[src/rtl/frame_cfg_pkg.sv]
// frame_cfg_pkg: shared mode encodings, seven-segment glyphs and commit FSM type
package frame_cfg_pkg;
  localparam logic [2:0] MODE_PASS   = 3'd0;
  localparam logic [2:0] MODE_GRAY   = 3'd1;
  localparam logic [2:0] MODE_INVERT = 3'd2;
  localparam logic [2:0] MODE_THRESH = 3'd3;
  localparam logic [2:0] MODE_EDGE   = 3'd4;
  localparam logic [7:0] SEG_BLANK   = 8'hFF;
  // Active-low glyphs, dp off; index 0 is the rightmost entry
  localparam logic [15:0][7:0] SEG_GLYPH = {
    8'h8E, 8'h86, 8'hA1, 8'hC6, 8'h83, 8'h88, 8'h90, 8'h80,
    8'hF8, 8'h82, 8'h92, 8'h99, 8'hB0, 8'hA4, 8'hF9, 8'hC0
  };
  typedef enum logic {IDLE, PENDING} state_t;
  function automatic logic [7:0] hex_to_seg(input logic [3:0] d);
    return SEG_GLYPH[d];
  endfunction
endpackage

[src/rtl/key_debouncer.sv]
// key_debouncer: synchronizes an async active-low key and emits a pulse on an accepted press
module key_debouncer #(
  parameter int DEBOUNCE_CYCLES = 250000
) (
  input  logic vga_clk,
  input  logic rst_n,
  input  logic key_n,
  output logic level,
  output logic press
);
  localparam int CW = $clog2(DEBOUNCE_CYCLES + 1);
  logic s1, s2, hit;
  logic [CW-1:0] cnt;
  assign hit = (s2 != level) && (cnt == CW'(DEBOUNCE_CYCLES - 1));
  // Two-flop synchronizer feeding a stability counter; level flips once the change has held long enough
  always_ff @(posedge vga_clk or negedge rst_n) begin
    if (!rst_n) begin
      s1    <= 1'b1;
      s2    <= 1'b1;
      level <= 1'b1;
      cnt   <= '0;
      press <= 1'b0;
    end else begin
      s1    <= key_n;
      s2    <= s1;
      press <= hit & ~s2;
      if (s2 == level) cnt <= '0;
      else if (hit) begin
        level <= s2;
        cnt   <= '0;
      end else cnt <= cnt + 1'b1;
    end
  end
endmodule

[src/rtl/frame_config_controller.sv]
// frame_config_controller: debounced key control of mode/freeze, committed to the datapath at frame boundaries
module frame_config_controller
  import frame_cfg_pkg::*;
#(
  parameter int NUM_MODES       = 5,
  parameter int DEBOUNCE_CYCLES = 250000,
  parameter int FRAME_CNT_W     = 8
) (
  input  logic                   vga_clk,
  input  logic                   rst_n,
  input  logic                   v_sync,
  input  logic [1:0]             KEY,
  input  logic [9:0]             SW,
  output logic [2:0]             mode,
  output logic [9:0]             param,
  output logic                   freeze,
  output logic [FRAME_CNT_W-1:0] frame_count,
  output logic [9:0]             LEDR,
  output logic [7:0]             HEX0,
  output logic [7:0]             HEX1,
  output logic [7:0]             HEX2,
  output logic [7:0]             HEX3,
  output logic [7:0]             HEX4,
  output logic [7:0]             HEX5
);
  logic lvl0, lvl1, prs0, prs1, p0, p1;
  logic v_sync_d, armed, commit, dirty, pending_freeze;
  logic [2:0] pending_mode;
  state_t state, state_nx;
  key_debouncer #(.DEBOUNCE_CYCLES(DEBOUNCE_CYCLES)) u_key0 (
    .vga_clk(vga_clk), .rst_n(rst_n), .key_n(KEY[0]), .level(lvl0), .press(prs0)
  );
  key_debouncer #(.DEBOUNCE_CYCLES(DEBOUNCE_CYCLES)) u_key1 (
    .vga_clk(vga_clk), .rst_n(rst_n), .key_n(KEY[1]), .level(lvl1), .press(prs1)
  );
  // A press pulse always coincides with the debounced level having just dropped
  assign p0 = prs0 & ~lvl0;
  assign p1 = prs1 & ~lvl1;
  // armed blocks a commit when v_sync is already high as reset releases
  assign commit = v_sync & ~v_sync_d & armed;
  // Commit FSM state register
  always_ff @(posedge vga_clk or negedge rst_n) begin
    if (!rst_n) state <= IDLE;
    else state <= state_nx;
  end
  // A press outranks a same-cycle commit so the new pending value is still flagged
  always_comb state_nx = (p0 | p1) ? PENDING : commit ? IDLE : state;
  // Dirty flag decoded from the FSM state
  always_comb dirty = (state == PENDING);
  // Frame-boundary edge detector
  always_ff @(posedge vga_clk or negedge rst_n) begin
    if (!rst_n) begin
      v_sync_d <= 1'b0;
      armed    <= 1'b0;
    end else begin
      v_sync_d <= v_sync;
      armed    <= armed | ~v_sync;
    end
  end
  // Pending mode/freeze driven by key presses
  always_ff @(posedge vga_clk or negedge rst_n) begin
    if (!rst_n) begin
      pending_mode   <= MODE_PASS;
      pending_freeze <= 1'b0;
    end else begin
      if (p0) pending_mode <= (pending_mode == 3'(NUM_MODES - 1)) ? MODE_PASS : pending_mode + 3'd1;
      if (p1) pending_freeze <= ~pending_freeze;
    end
  end
  // Active configuration, updated only on a commit
  always_ff @(posedge vga_clk or negedge rst_n) begin
    if (!rst_n) begin
      mode        <= MODE_PASS;
      param       <= '0;
      freeze      <= 1'b0;
      frame_count <= '0;
    end else if (commit) begin
      freeze      <= pending_freeze;
      frame_count <= frame_count + 1'b1;
      if (!pending_freeze) begin
        mode  <= pending_mode;
        param <= SW;
      end
    end
  end
  // Registered status LEDs and seven-segment digits
  always_ff @(posedge vga_clk or negedge rst_n) begin
    if (!rst_n) begin
      LEDR <= '0;
      HEX0 <= hex_to_seg(4'd0);
      HEX1 <= hex_to_seg(4'd0);
      HEX2 <= hex_to_seg(4'd0);
      HEX3 <= SEG_BLANK;
      HEX4 <= hex_to_seg(4'd0);
      HEX5 <= hex_to_seg(4'd0);
    end else begin
      LEDR <= {frame_count[1:0], pending_mode, dirty, freeze, mode};
      HEX0 <= hex_to_seg(param[3:0]);
      HEX1 <= hex_to_seg(param[7:4]);
      HEX2 <= hex_to_seg({2'b00, param[9:8]});
      HEX3 <= SEG_BLANK;
      HEX4 <= hex_to_seg({1'b0, pending_mode});
      HEX5 <= hex_to_seg({1'b0, mode});
    end
  end
endmodule

[config.mk]
export PLATFORM = sky130hd
export DESIGN_NAME = frame_config_controller
export DESIGN_NICKNAME = d
export VERILOG_FILES = /design/src/rtl/frame_cfg_pkg.sv /design/src/rtl/key_debouncer.sv /design/src/rtl/frame_config_controller.sv
export SDC_FILE = /design/constraint.sdc
export NUM_CORES = 1
export LEC_CHECK = 0
export ABC_CLOCK_PERIOD_IN_PS = 5000
export BUFFER_PORTS_ARGS = -buffer_cell sky130_fd_sc_hd__buf_4
export CAP_MARGIN = 20
export CORE_MARGIN = 3
export CORE_UTILIZATION = 60
export CTS_CLUSTER_DIAMETER = 60
export DETAILED_ROUTE_END_ITERATION = 10
export GPL_TIMING_DRIVEN = 0
export PLACE_DENSITY_LB_ADDON = 0.3
export SYNTH_ARGS = -nofsm -noshare
export SYNTH_HDL_FRONTEND = slang
export SYNTH_SLANG_ARGS = --single-unit
[constraint.sdc]
create_clock -name vga_clk -period 5 [get_ports vga_clk]
set_input_delay 1 -clock vga_clk [delete_from_list [all_inputs] [get_ports vga_clk]]
set_output_delay 1 -clock vga_clk [all_outputs]
set_load 0.02 [all_outputs]
==> metrics.cfg <==
[timing]
slew_headroom_pct=57.6
drv_slew=0
tightest_slew_ns=0.637
setup_viol=0
fin_tns_setup_ns=0
worst_clock_skew_ns=0.00685
layout_setup_ws_ns=2.81
final.period_utilization_pct=43.9
rsz0062_at_grt=no
fmax_mhz=456
finalCriticalPeriod_ns=2.19
hold_viol_final=0

[worst_hold_path]
hold_path_class=register to register
hold_start=u_key1.s1$_DFF_PN1_
min_to=u_key1.s2$_DFF_PN1_
whs_path_depth=0

[clock_tree]
cts_resized=0
cts_setup_buffers=0
hold_buffers=0
cts-htree-levels=4
clock_path_buffers=2
insertion_delay_ns=0.52
cts.clk_slew.worst_paths_ns=0.06
clock_sinks=116
cts_tree=built
numCtsBuffers=17
cts-root-buf=clkbuf_8

[power_and_ir_drop]
leakage_nw=3.18
finalPower_w=0.00270
p_per_area_nw_per_um2=411
max-vdd-ir-drop_mv=0.347

[placement]
place_inst=650
placed_area_um2=5970
portBuffers=80
dpl.hpwl_um=6990
place.gp.congestion=0.858
post-place-ws_ns=2.30

[setup_path]
r2r_start=u_key0.cnt[10]$_DFF_PN0_
r2r_slack_ns=2.92
max_stage_delay_ns=0.48
end_kind=output pin
cp_max_fo=7
timing.rr.end=u_key0.cnt[15]$_DFF_PN0_
worstSetupPathType=register to output pin
cp_cell_sequence=buf_4
cp_slowest_cell=dfrtp_1
required_ns=4.00
crit_family=flip-flops
crit_arrival_ns=1.19
path_buf_inv=1
r2r_cells=5
startpoint_type=register

[floorplan]
dieArea_um2=9750
die-width_um=98.8
rows=33
dieHeight_um=98.8
core_um2=8300
io_pins=95
initial_core_util_pct=62.2

[synthesis]
synthTopCellsByArea=dfrtp_1, ha_1, dfstp_2
ys_seq_area_share_pct=56.5
syn_area_per_cell_um2=11.4
synth_flop_cell=dfrtp_1
syn_area_um2=5160
synth_top_cell_area_share_pct=50.9
yosysWarnings=0
yosys.cell_count.top_type=dfrtp_1
ys_seq_elements=116
synth_edf_count=0
synthTopCellsByCount=dfrtp_1, nor2_1, nand2_1, ha_1, xnor2_1
synth_top_area_cell=dfrtp_1
synthCells=452
ys_async_sr_fraction_pct=100
synth_cell_types=49

[final_layout]
finalNetCount=604
fin_cells=682
fin_area_um2=6560
syn_to_final_growth_pct=27.0
drive_above_1_share_pct=27.2
antenna_cells=0

[route]
vias_per_cell=5.40
dr_total_vias=3684
first_pass_iters=4
drtAntennaViolNets=0
avgRoutedWirePerCell_um=16.0
drtIter0Drc=123
drc=0
wl_um=10900

[global_route]
first_global_vias=3741
grt_pass1_wl_um=18000
grt-ovfl-total=0
antenna_found_initial=0
grt_usage_pct=23.4
grt_max_degree=67

[run_status]
outcome=complete, no violations

[run]
max-cap-violations=0

layout by cell type (no fill, tap or decap), types with 8 or more instances in the layout:
cell type,synthesis,layout
dfrtp_1,105,105
buf_4,16,96
nor2_1,50,50
nand2_1,36,36
ha_1,25,25
xnor2_1,21,21
nand3_1,19,19
xor2_1,18,18
nand4_1,16,16
clkbuf_16,0,16
inv_1,14,14
conb_1,2,14
o21ai_0,12,12
dfstp_2,11,11
a21oi_1,10,10
nor4_1,8,8
mux2i_1,8,8
o21ai_1,8,8
worst max path at each step:
stage | from | end | slack (ns) | depth (start not counted)
2_1_floorplan | v_sync | param[7]$_DFFE_PN0P_ | 2.78 | 4
3_3_place_gp | v_sync | param[7]$_DFFE_PN0P_ | 2.33 | 5
3_5_place_dp | v_sync | param[7]$_DFFE_PN0P_ | 2.30 | 5
4_1_cts | param[5]$_DFFE_PN0P_ | param[5] | 2.81 | 1
5_1_grt | v_sync | param[8]$_DFFE_PN0P_ | 2.68 | 5
6_report | param[5]$_DFFE_PN0P_ | param[5] | 2.81 | 1
logic make-up after synthesis:
| kind of cell | count (synthesis) | share of synthesized area (%) |
|---|---|---|
| adder cells (fa/ha/maj) | 25 | 6.06 |
| flip-flops | 116 | 56.5 |
| other | 2 | 0.145 |
| XOR/XNOR | 39 | 6.62 |
| AND/OR/NAND/NOR | 169 | 16.7 |
| multiplexers | 18 | 4.24 |
| AO/OA/AOI/OAI | 42 | 5.53 |
| buffers and inverters | 41 | 4.22 |
where the power goes:
part	switching [W]	total (W)	internal (W)	leakage (nW)
combinational	0.000239	0.000423	0.000184	1.37
clock	0.000408	0.00118	0.000774	0.295
sequential	0.0000689	0.00109	0.00102	1.52
metal layers:
layer,track usage [%],share of wire (%)
met2,38.5,51
met1,28.3,41
met3,8.85,5.5
met5,0,0
met4,8.51,2.3
sequential cells by signal, indices dropped and copies added, names as in the netlist, 5 cells and up:
name         cells
HEX5             7
HEX1             7
HEX0             7
LEDR            10
frame_count      8
HEX4             7
u_key1.cnt      18
param           10
HEX2             5
u_key0.cnt      18
layout make-up:
class | count | area (µm²)
inverter | 16 | 60.1
timing repair buffer | 81 | 628
multi-input combinational | 307 | 2070
clock inverter | 8 | 97.6
tap | 105 | 131
buffer | 25 | 158
clock buffer | 24 | 490
sequential | 116 | 2920
fill | 495 | 1740
per-stage QoR:
stage                     utilization, %  hold slack (ns)
after global placement              71.6            0.349
after CTS                           79.0            0.357
final                               79.0            0.356
after detailed placement            71.9            0.349
after global routing                79.0            0.359
after floorplan                        -            0.345
No activity file was read; power rests on OpenSTA's default activity.
